--- src/rtl/fs3_load_sequencer_pkg.sv ---
// fs3_load_sequencer_pkg
//   Shared types and helpers for the bitplane load sequencer:
//   FSM state encoding, requester source encoding and the per-plane
//   bit-reverse used for horizontal flip.
package fs3_load_sequencer_pkg;

    typedef enum logic {
        IDLE  = 1'b0,
        SHIFT = 1'b1
    } state_e;

    // Requester / word source encoding (also the PIX_SRC value).
    localparam logic SRC_A = 1'b0;
    localparam logic SRC_B = 1'b1;

    // Widest bank word the reverse helper handles (NPLANES*DEPTH).
    localparam int unsigned FS3_MAX_W = 128;

    // Bit-reverse each DEPTH-wide plane field of the low nplanes*depth bits;
    // bits above the word are returned as zero.
    function automatic logic [FS3_MAX_W-1:0] reverse_planes(
        input logic [FS3_MAX_W-1:0] data,
        input int unsigned          nplanes,
        input int unsigned          depth
    );
        logic [FS3_MAX_W-1:0] res;
        logic [FS3_MAX_W-1:0] one_bit;
        int unsigned          plane;
        int unsigned          pos;
        res = '0;
        for (int unsigned i = 0; i < FS3_MAX_W; i++) begin
            if (i < nplanes * depth) begin
                plane   = i / depth;
                pos     = i % depth;
                one_bit = (data >> i) & FS3_MAX_W'(1);
                res     = res | (one_bit << (plane * depth + depth - 1 - pos));
            end
        end
        return res;
    endfunction

endpackage

--- src/rtl/fs3_load_sequencer_if.sv ---
// fs3_load_sequencer_if
//   Bundles the two requester handshakes, the pixel-side flow control and
//   the shift-register bank controls of the load sequencer.
//   slave  : sequencer side (takes requests, drives bank controls)
//   master : environment side (requesters, downstream, bank)
interface fs3_load_sequencer_if #(
    parameter int unsigned NPLANES = 4,
    parameter int unsigned DEPTH   = 4
);
    import fs3_load_sequencer_pkg::*;

    localparam int unsigned W = NPLANES * DEPTH;

    // Requester A
    logic         A_VALID;
    logic [W-1:0] A_DATA;
    logic         A_FLIP;
    logic         A_READY;
    // Requester B
    logic         B_VALID;
    logic [W-1:0] B_DATA;
    logic         B_FLIP;
    logic         B_READY;
    // Downstream / control
    logic         PIX_READY;
    logic         FLUSH;
    // Bank controls and pixel qualifiers
    logic         nL;
    logic [W-1:0] P;
    logic         SH_EN;
    logic         PIX_VALID;
    logic         PIX_LAST;
    logic         PIX_SRC;

    modport slave (
        input  A_VALID, A_DATA, A_FLIP,
        output A_READY,
        input  B_VALID, B_DATA, B_FLIP,
        output B_READY,
        input  PIX_READY, FLUSH,
        output nL, P, SH_EN, PIX_VALID, PIX_LAST, PIX_SRC
    );

    modport master (
        output A_VALID, A_DATA, A_FLIP,
        input  A_READY,
        output B_VALID, B_DATA, B_FLIP,
        input  B_READY,
        output PIX_READY, FLUSH,
        input  nL, P, SH_EN, PIX_VALID, PIX_LAST, PIX_SRC
    );

endinterface

--- src/rtl/fs3_rr_arbiter.sv ---
// fs3_rr_arbiter
//   Two-requester arbiter. Grants only while enable is high; with both
//   requesting it picks the requester other than the last winner when
//   rr=1, otherwise requester A (bit 0). The last winner is recorded
//   whenever a grant is issued (a grant always implies an accept, since
//   grants are only given to requesters that are valid).
//   clk, rst : clock, synchronous active-high reset (last winner -> B)
//   enable   : a load may happen this cycle
//   req[1:0] : {B_VALID, A_VALID}
//   rr       : 1 = round-robin, 0 = fixed priority A
//   gnt[1:0] : one-hot {B, A} grant
module fs3_rr_arbiter
    import fs3_load_sequencer_pkg::*;
(
    input  logic       clk,
    input  logic       rst,
    input  logic       enable,
    input  logic [1:0] req,
    input  logic       rr,
    output logic [1:0] gnt
);

    logic last_gnt_q;
    logic last_gnt_d;

    always_comb begin
        gnt        = '0;
        last_gnt_d = last_gnt_q;
        if (enable) begin
            if (req == 2'b01) begin
                gnt = 2'b01;
            end else if (req == 2'b10) begin
                gnt = 2'b10;
            end else if (req == 2'b11) begin
                gnt = (rr && (last_gnt_q == SRC_A)) ? 2'b10 : 2'b01;
            end
        end
        if (gnt[0]) begin
            last_gnt_d = SRC_A;
        end else if (gnt[1]) begin
            last_gnt_d = SRC_B;
        end
    end

    always_ff @(posedge clk) begin
        if (rst) begin
            last_gnt_q <= SRC_B;
        end else begin
            last_gnt_q <= last_gnt_d;
        end
    end

endmodule

--- src/rtl/fs3_load_sequencer.sv ---
// fs3_load_sequencer
//   Load controller for a bank of NPLANES DEPTH-bit parallel-load shift
//   registers. Accepts tile words from requesters A/B, loads them (with
//   optional per-plane flip) through nL/P, shifts with SH_EN and qualifies
//   each bank output pixel with PIX_VALID/PIX_LAST/PIX_SRC. A new word is
//   loaded on the last pixel of the current one so words stream with no
//   bubble.
//   CK   : clock
//   RST  : synchronous active-high reset
//   bus  : requester handshakes, PIX_READY/FLUSH and bank controls
module fs3_load_sequencer
    import fs3_load_sequencer_pkg::*;
#(
    parameter int unsigned NPLANES = 4,
    parameter int unsigned DEPTH   = 4,
    parameter bit          RR      = 1'b1
)
(
    input  logic                 CK,
    input  logic                 RST,
    fs3_load_sequencer_if.slave  bus
);

    localparam int unsigned     W        = NPLANES * DEPTH;
    localparam int unsigned     CW       = (DEPTH > 1) ? $clog2(DEPTH) : 1;
    localparam logic [CW-1:0]   CNT_LAST = CW'(DEPTH - 1);

    state_e        state_q, state_d;
    logic [CW-1:0] cnt_q, cnt_d;
    logic          src_q, src_d;

    logic          cnt_last;
    logic          can_load;
    logic [1:0]    gnt;
    logic [W-1:0]  sel_data;
    logic          sel_flip;

    // Load opportunity: idle, or the last pixel of the word is consumed.
    // Reset and FLUSH both suppress any accept.
    always_comb begin
        cnt_last = (cnt_q == CNT_LAST);
        can_load = !RST && !bus.FLUSH &&
                   ((state_q == IDLE) ||
                    ((state_q == SHIFT) && cnt_last && bus.PIX_READY));
    end

    fs3_rr_arbiter u_arb (
        .clk    (CK),
        .rst    (RST),
        .enable (can_load),
        .req    ({bus.B_VALID, bus.A_VALID}),
        .rr     (RR),
        .gnt    (gnt)
    );

    always_comb begin
        state_d       = state_q;
        cnt_d         = cnt_q;
        src_d         = src_q;
        bus.A_READY   = gnt[0];
        bus.B_READY   = gnt[1];
        bus.nL        = 1'b1;
        bus.P         = '0;
        bus.SH_EN     = 1'b0;
        bus.PIX_VALID = !RST && (state_q == SHIFT);
        bus.PIX_LAST  = !RST && (state_q == SHIFT) && cnt_last;
        bus.PIX_SRC   = src_q;

        sel_data = gnt[1] ? bus.B_DATA : bus.A_DATA;
        sel_flip = gnt[1] ? bus.B_FLIP : bus.A_FLIP;

        if (bus.FLUSH) begin
            state_d = IDLE;
            cnt_d   = '0;
        end else if (|gnt) begin
            // Load wins over the shift on the last pixel: no SH_EN here.
            bus.nL  = 1'b0;
            bus.P   = sel_flip ?
                      W'(reverse_planes(FS3_MAX_W'(sel_data), NPLANES, DEPTH)) :
                      sel_data;
            state_d = SHIFT;
            cnt_d   = '0;
            src_d   = gnt[1] ? SRC_B : SRC_A;
        end else if ((state_q == SHIFT) && bus.PIX_READY && !RST) begin
            if (!cnt_last) begin
                bus.SH_EN = 1'b1;
                cnt_d     = cnt_q + CW'(1);
            end else begin
                state_d = IDLE;
                cnt_d   = '0;
            end
        end
    end

    always_ff @(posedge CK) begin
        if (RST) begin
            state_q <= IDLE;
            cnt_q   <= '0;
            src_q   <= SRC_A;
        end else begin
            state_q <= state_d;
            cnt_q   <= cnt_d;
            src_q   <= src_d;
        end
    end

endmodule

--- src/flat_wrapper.sv ---
// flat-port wrapper written by rule: the top's interface ports become plain ports
module fs3_load_sequencer_flat import fs3_load_sequencer_pkg::*;
#(
    parameter int unsigned NPLANES = 4,
    parameter int unsigned DEPTH   = 4,
    parameter bit          RR      = 1'b1
)
  (CK, RST, bus_A_VALID, bus_A_DATA, bus_A_FLIP, bus_A_READY, bus_B_VALID, bus_B_DATA, bus_B_FLIP, bus_B_READY, bus_PIX_READY, bus_FLUSH, bus_nL, bus_P, bus_SH_EN, bus_PIX_VALID, bus_PIX_LAST, bus_PIX_SRC);
  fs3_load_sequencer_if #(.NPLANES(NPLANES), .DEPTH(DEPTH)) bus_i ();
  input  logic CK;
  input  logic RST;
  input wire logic [$bits(bus_i.A_VALID)-1:0] bus_A_VALID;
  input wire logic [$bits(bus_i.A_DATA)-1:0] bus_A_DATA;
  input wire logic [$bits(bus_i.A_FLIP)-1:0] bus_A_FLIP;
  output wire logic [$bits(bus_i.A_READY)-1:0] bus_A_READY;
  input wire logic [$bits(bus_i.B_VALID)-1:0] bus_B_VALID;
  input wire logic [$bits(bus_i.B_DATA)-1:0] bus_B_DATA;
  input wire logic [$bits(bus_i.B_FLIP)-1:0] bus_B_FLIP;
  output wire logic [$bits(bus_i.B_READY)-1:0] bus_B_READY;
  input wire logic [$bits(bus_i.PIX_READY)-1:0] bus_PIX_READY;
  input wire logic [$bits(bus_i.FLUSH)-1:0] bus_FLUSH;
  output wire logic [$bits(bus_i.nL)-1:0] bus_nL;
  output wire logic [$bits(bus_i.P)-1:0] bus_P;
  output wire logic [$bits(bus_i.SH_EN)-1:0] bus_SH_EN;
  output wire logic [$bits(bus_i.PIX_VALID)-1:0] bus_PIX_VALID;
  output wire logic [$bits(bus_i.PIX_LAST)-1:0] bus_PIX_LAST;
  output wire logic [$bits(bus_i.PIX_SRC)-1:0] bus_PIX_SRC;
  assign bus_i.A_VALID = bus_A_VALID;
  assign bus_i.A_DATA = bus_A_DATA;
  assign bus_i.A_FLIP = bus_A_FLIP;
  assign bus_A_READY = bus_i.A_READY;
  assign bus_i.B_VALID = bus_B_VALID;
  assign bus_i.B_DATA = bus_B_DATA;
  assign bus_i.B_FLIP = bus_B_FLIP;
  assign bus_B_READY = bus_i.B_READY;
  assign bus_i.PIX_READY = bus_PIX_READY;
  assign bus_i.FLUSH = bus_FLUSH;
  assign bus_nL = bus_i.nL;
  assign bus_P = bus_i.P;
  assign bus_SH_EN = bus_i.SH_EN;
  assign bus_PIX_VALID = bus_i.PIX_VALID;
  assign bus_PIX_LAST = bus_i.PIX_LAST;
  assign bus_PIX_SRC = bus_i.PIX_SRC;
  fs3_load_sequencer #(.NPLANES(NPLANES), .DEPTH(DEPTH), .RR(RR)) u_core (.CK(CK), .RST(RST), .bus(bus_i));
endmodule
--- config.mk ---
export PLATFORM = sky130hd
export DESIGN_NAME = fs3_load_sequencer_flat
export DESIGN_NICKNAME = d
export VERILOG_FILES = /design/src/rtl/fs3_load_sequencer_pkg.sv /design/src/rtl/fs3_load_sequencer_if.sv /design/src/rtl/fs3_rr_arbiter.sv /design/src/rtl/fs3_load_sequencer.sv /design/src/flat_wrapper.sv
export SDC_FILE = /design/constraint.sdc
export NUM_CORES = 1
export LEC_CHECK = 0
export CAP_MARGIN = 20
export CORE_MARGIN = 1
export CORE_UTILIZATION = 39
export CTS_BUF_LIST = sky130_fd_sc_hd__clkbuf_4 sky130_fd_sc_hd__clkbuf_8
export CTS_CLUSTER_SIZE = 12
export DETAILED_ROUTE_END_ITERATION = 7
export PLACE_DENSITY = 0.88
export SYNTH_ARGS = -nofsm -noshare
export SYNTH_HDL_FRONTEND = slang
export SYNTH_SLANG_ARGS = --single-unit
--- constraint.sdc ---
create_clock -name CK -period 4 [get_ports CK]
set_input_delay 0.8 -clock CK [delete_from_list [all_inputs] [get_ports CK]]
set_output_delay 0.8 -clock CK [all_outputs]
set_load 0.02 [all_outputs]
# Word level (Yosys, flattened, before mapping)
# Cells that the tools add are included.
# totals
ram_bits	0
input_bits	40
latchBits	0
word_cells	98
reg_bits	5
n_memories	0
output_inout_bits	23
romBits	0
# op_classes
n_mul	0
n_shift	0
eq_ne	4
n_reduce_logical	19
n_div	0
bitwise_logic	17
n_lt_le_gt_ge	0
add_sub_neg	1
n_mux	53
# ops
op	n
2-to-1 mux 16 bit	34
bitwise OR 16 x 1 -> 16 bit	1
bitwise OR 16 x 10 -> 16 bit	1
bitwise OR 16 x 11 -> 16 bit	1
bitwise OR 16 x 12 -> 16 bit	1
bitwise OR 16 x 13 -> 16 bit	1
bitwise OR 16 x 14 -> 16 bit	1
bitwise OR 16 x 15 -> 16 bit	1
bitwise OR 16 bit	1
bitwise OR 16 x 2 -> 16 bit	1
bitwise OR 16 x 3 -> 16 bit	1
bitwise OR 16 x 5 -> 16 bit	1
bitwise OR 16 x 6 -> 16 bit	1
bitwise OR 16 x 7 -> 16 bit	1
bitwise OR 16 x 8 -> 16 bit	1
bitwise OR 16 x 9 -> 16 bit	1
2-to-1 mux 1 bit	13
2-to-1 mux 2 bit	6
logical AND 1 bit	8
== test 2 bit, second input constant	3
nonzero test 2 bit	3
AND reduction 2 bit	2
OR reduction 2 bit	2
OR reduction 4 bit	1
other kinds (5)	7

# Logic depth before layout (Yosys ltp)
# Gate-level depths: netlist (run 1).
# logic_depth
ltp_word	55
ltp_mapped	5
depth_no_buf	4

# Modules after synthesis
# Synthesis (run 1) repeated with hierarchy kept, for this count alone.
# unflattened
hier_cells	74
area_unflattened_um2	888.4
# modules_own_cells
mod	area_per_inst_um2	instances	cells_per_inst	seq_area_each_um2
fs3_load_sequencer	817.0	1	65	80.1
fs3_rr_arbiter	71.3	1	9	20.0

# Worst setup path before layout (run 1)
# Ideal clock, no wire load.
# synth_timing
kind	input -> output
from	input bus_B_FLIP
to	output bus_P[10]
required_ns	3.200
path_buffers	2
t_arrival_ns	1.690
cell_stages	5
setup_slack_ns	1.510
cell_sequence	buf_2 buf_6 mux2_2 a32oi_1 nor2_1
# synth_between
elab_chain_cells	4
# synth_rtl
element	line	source
start: declaration	flat_wrapper.sv:18	input wire logic [$bits(bus_i.B_FLIP)-1:0] bus_B_FLIP;
2-to-1 mux 1 bit	fs3_load_sequencer.sv:70	sel_flip = gnt[1] ? bus.B_FLIP : bus.A_FLIP;
2-to-1 mux 16 bit	fs3_load_sequencer.sv:78	bus.P = sel_flip ?
2-to-1 mux 16 bit	fs3_load_sequencer.sv:75	end else if (|gnt) begin
2-to-1 mux 16 bit	fs3_load_sequencer.sv:72	if (bus.FLUSH) begin
end: declaration	flat_wrapper.sv:23	output wire logic [$bits(bus_i.P)-1:0] bus_P;
# Every way passes these cells.

# Worst setup path after layout (run 1)
# layout_timing
from	input RST
to	output bus_P[4]
# layout_between
elab_chain_cells	33
word_cells_on_any_way	35
cone_classes	mux (22); bitwise (9); reduce/logical (4)
# layout_rtl
element	line	source
start: declaration	flat_wrapper.sv:11	input logic RST;
logical NOT 1 bit (*)	fs3_load_sequencer.sv:42	can_load = !RST && !bus.FLUSH &&
logical AND 1 bit (*) (2 in a row)	fs3_load_sequencer.sv:42	
2-to-1 mux 2 bit (*)	fs3_rr_arbiter.sv:29	if (enable) begin
2-to-1 mux 16 bit	fs3_load_sequencer.sv:69	sel_data = gnt[1] ? bus.B_DATA : bus.A_DATA;
bitwise OR 16 x 5 -> 16 bit	fs3_load_sequencer_pkg.sv:36	res = res | (one_bit << (plane * depth + depth - 1 - pos));
2-to-1 mux 16 bit	fs3_load_sequencer.sv:75	
2-to-1 mux 16 bit	fs3_load_sequencer.sv:72	
bitwise OR 16 x 12 -> 16 bit	fs3_load_sequencer_pkg.sv:36	
[... 16 more ...]	n/a	
2-to-1 mux 16 bit	fs3_load_sequencer.sv:72	
bitwise OR 16 x 14 -> 16 bit	fs3_load_sequencer_pkg.sv:36	
2-to-1 mux 16 bit	fs3_load_sequencer.sv:75	
2-to-1 mux 16 bit	fs3_load_sequencer.sv:72	
bitwise OR 16 x 13 -> 16 bit	fs3_load_sequencer_pkg.sv:36	
2-to-1 mux 16 bit	fs3_load_sequencer.sv:78	
2-to-1 mux 16 bit (*)	fs3_load_sequencer.sv:75	
2-to-1 mux 16 bit (*)	fs3_load_sequencer.sv:72	
# Every way passes the cells marked *; elsewhere a longest branch is shown, timed or not. The select of a mux whose other input is x is not followed.

==> results of run 1 <==
==> sequential cells by signal (all words and copies together) (netlist names) <==
signal / count
u_core.bus.PIX_SRC: 1
u_core.cnt_q: 2
u_core.state_q: 1
u_core.u_arb.last_gnt_q: 1
==> cell usage after synthesis, drive strengths merged <==
cell type	number	area, µm²
ha	1	12.51
o21ai	2	10.01
nor2	19	71.32
a21oi	1	5.000
a311oi	1	8.760
a32oi	17	148.9
a21bo	1	10.01
buf	8	70.07
nor3	2	10.01
nand3b	1	7.510
nor2b	1	6.260
or3	1	6.260
mux2	32	367.9
and2	1	6.260
and3	2	12.51
a31oi	2	12.51
nand2	2	7.510
clkbuf	2	7.510
mux2i	1	10.01
a21boi	3	26.27
inv	1	3.750
nand2b	1	6.260
dfxtp	5	100.1
==> cell usage in the layout (no fill, tap or decap), drive strengths merged <==
| master | count |
|---|---|
| clkdlybuf4s50 | 62 |
| mux2i | 1 |
| nand2 | 2 |
| a21bo | 1 |
| a21oi | 1 |
| and3 | 2 |
| nor2 | 19 |
| nand2b | 1 |
| a31oi | 2 |
| clkbuf | 4 |
| o21ai | 2 |
| and2 | 1 |
| mux2 | 32 |
| dfxtp | 5 |
| nand3b | 1 |
| buf | 4 |
| inv | 1 |
| nor2b | 1 |
| a32oi | 17 |
| or3 | 1 |
| a311oi | 1 |
| nor3 | 2 |
| ha | 1 |
| a21boi | 3 |
==> report_power, final <==
part	total [mW]	switching, mW	internal [mW]
registers	0.0546	0.00225	0.0523
logic	0.148	0.0617	0.0867
clock network	0.0656	0.0211	0.0445
total	0.269	0.0851	0.183
==> kinds of logic after synthesis <==
logic type | after synthesis
AOI/OAI and AO/OA | 27
adders and majority gates | 1
buffers and inverters | 11
DFF | 5
muxes | 33
and+or+nand+nor | 30
==> layer usage <==
| metal | wire length (µm) | global-route usage | part of all wire | vias up |
|---|---|---|---|---|
| met4 | 38 | 0.07407 | 0.013 | 0 |
| li1 | - | - | - | 540 |
| met2 | 1446 | 0.4089 | 0.49 | 64 |
| met3 | 235 | 0.03939 | 0.080 | 5 |
| met1 | 1224 | 0.2675 | 0.42 | 524 |
| met5 | 0 | 0 | 0 | - |
==> worst max-delay path, stage by stage <==
cell and delay [ns]:
sky130_fd_sc_hd__clkdlybuf4s50_1 0.50, sky130_fd_sc_hd__nor2_1 0.33, sky130_fd_sc_hd__nand2_1 0.41, sky130_fd_sc_hd__nor2_1 0.23, sky130_fd_sc_hd__clkdlybuf4s50_1 0.65
==> per-stage QoR <==
stage | area, µm² | hold slack, ns
detailed placement | 1535 | 0.4651
finish | 1565 | 0.4705
CTS | 1565 | 0.4708
global placement | 1535 | 0.4505
global route | 1565 | 0.5094
floorplan | 927.1 | 0.4448
==> path summary, 6_finish.rpt <==
check | cells past startpoint | to | slack, ns | from
worst min register to register | 2 | u_core.cnt_q[0] | 0.47 | u_core.cnt_q[0]
worst min-delay path | 2 | u_core.cnt_q[0] | 0.47 | u_core.cnt_q[0]
worst max-delay path | 5 | bus_P[4] | 0.27 | RST
worst max register to register | 4 | u_core.u_arb.last_gnt_q | 2.60 | u_core.cnt_q[0]
==> cell type report <==
| class | count | area (µm²) | share of cell area |
|---|---|---|---|
| repair buffers | 66 | 650.6 | 0.4157 |
| multi-input cells | 91 | 745.7 | 0.4764 |
| well taps | 28 | 35.03 | 0.02238 |
| inverters | 1 | 3.754 | 0.002398 |
| clock buffers | 4 | 30.03 | 0.01918 |
| flip-flops and latches | 5 | 100.1 | 0.06395 |
==> results.sh, run 1 <==
export IMPL_main_combinational_cell_family_by_area_after_synthesis="multiplexers"
export IMPL_placement_io_buffers=62
export IMPL_max_vdd_ir_drop_uv=168.6
export IMPL_total_power_mw=0.2685
export IMPL_numPlacedInstances=191
export IMPL_setup_total_negative_slack_ns=0
export IMPL_final_nets=209
export IMPL_tritoncts_clock_tree="done"
export IMPL_avgSynthCellArea_um2=8.665
export IMPL_cts_root_buf="sky130_fd_sc_hd__clkbuf_4"
export IMPL_power_static_leakage_nw=0.5642
export IMPL_antenna_found_initial=0
export IMPL_post_synth_inst_count=107
export IMPL_io_pins=63
export IMPL_endpoint_arrival_time_on_the_critical_path_ns=2.93
export IMPL_final_antenna_net_count=0
export IMPL_area_growth_syn_to_layout_pct=68.83
export IMPL_hold_viol_final=0
export IMPL_fp_row_count=17
export IMPL_grt_pass1_vias=1034
export IMPL_worst_setup_path_type="in2out"
export IMPL_max_cap_violations=0
export IMPL_core_area_um2=2233
export IMPL_postRouteWirelength_mm=2.944
export IMPL_final_cell_count_no_fill=195
export IMPL_vias=1133
export IMPL_tightest_hold_check_type="reg2reg"
export IMPL_initial_utilization=0.4151
export IMPL_htree_num_levels=1
export IMPL_cts_hold_buffers=0
export IMPL_synth_yosys_warnings=0
export IMPL_hpwl_mm=2.137
export IMPL_clkTransAtPathRegs_ns=0.04
export IMPL_synthesized_netlist_net_count=148
export IMPL_post_cts_setup_buffer_count=0
export IMPL_clock_insertion_delay_worst_skew_ns=0.24
export IMPL_tritoncts_num_buffers=3
export IMPL_slew_headroom=0.5337
export IMPL_die_h_um=50.76
export IMPL_grt_overflow_total=0
export IMPL_synth_adder_area_share=0.01350
export IMPL_slew_viol_final=0
export IMPL_fin_crit_sh=0.9323
export IMPL_crit_path_max_fanout=16
export IMPL_tightest_slew_ns=0.6995
export IMPL_ctsResizeCount=0
export IMPL_timing_critical_path_from_type="primary input"
export IMPL_n_antenna_cell=0
export IMPL_grt_first_pass_wirelength_mm=4.519
export IMPL_clock_period_minus_final_worst_setup_slack_ns=3.729
export IMPL_final_core_utilization=0.7008
export IMPL_ctsLongestPathBuffers=2
export IMPL_final_count_of_negative_setup_slack_endpoints=0
export IMPL_clkSinkCount=5
export IMPL_skew_ns=0.001585
export IMPL_groute_usage_overall=0.2270
export IMPL_power_density_cell_area_nw_per_um2=171.6
export IMPL_outcome="complete, no violations"
export IMPL_count_of_distinct_cell_types_in_the_synthesized_netlist=29
export IMPL_postSynthRegisterBits=5
export IMPL_die_width_um=50.76
export IMPL_synth_simple_gate_area_share=0.1444
export IMPL_detailedRoute_firstPassIterationCount=4
export IMPL_area_fraction_in_compound_gates_after_synthesis=0.2389
export IMPL_routed_via_count_divided_by_cell_count=5.810
export IMPL_finalWorstSetupSlack_ns=0.2708
export IMPL_syn_cell_area_um2=927.1
export IMPL_fraction_of_layout_cells_with_a_size_suffix_above_1=0.1856
export IMPL_drt_first_iter_violations=25
export IMPL_achievable_frequency_mhz=268.2
export IMPL_dieArea_um2=2576
export IMPL_grt_setup_unrepaired="false"
export IMPL_n_fill_cell=183
export IMPL_grt_start_max_net_pins=19
export IMPL_dp_slack_ns=0.3590
export IMPL_wl_per_cell_um=15.10
export IMPL_yosys_mux_area_fraction=0.4076
export IMPL_gp_routability_congestion=0.8091
export IMPL_synth_seq_area_share=0.1080
export IMPL_critical_path_required_ns=3.20
export IMPL_yosys_area_share_xor_xnor=0
export IMPL_critPathCaptureType="primary output"
export IMPL_drcViolationCount=0
Note: power is estimated with default switching activity, not from simulation.
==> inputs of run 2 (changes only) <==
--- a/config.mk
+++ b/config.mk
@@ -5,6 +5,7 @@
 export SDC_FILE = /design/constraint.sdc
 export NUM_CORES = 1
 export LEC_CHECK = 0
+export ABC_CLOCK_PERIOD_IN_PS = 4000
 export CAP_MARGIN = 20
 export CORE_MARGIN = 1
 export CORE_UTILIZATION = 39
==> results of run 2 <==
Same layout as run 1: the final DEF is identical, and so are final timing and power.
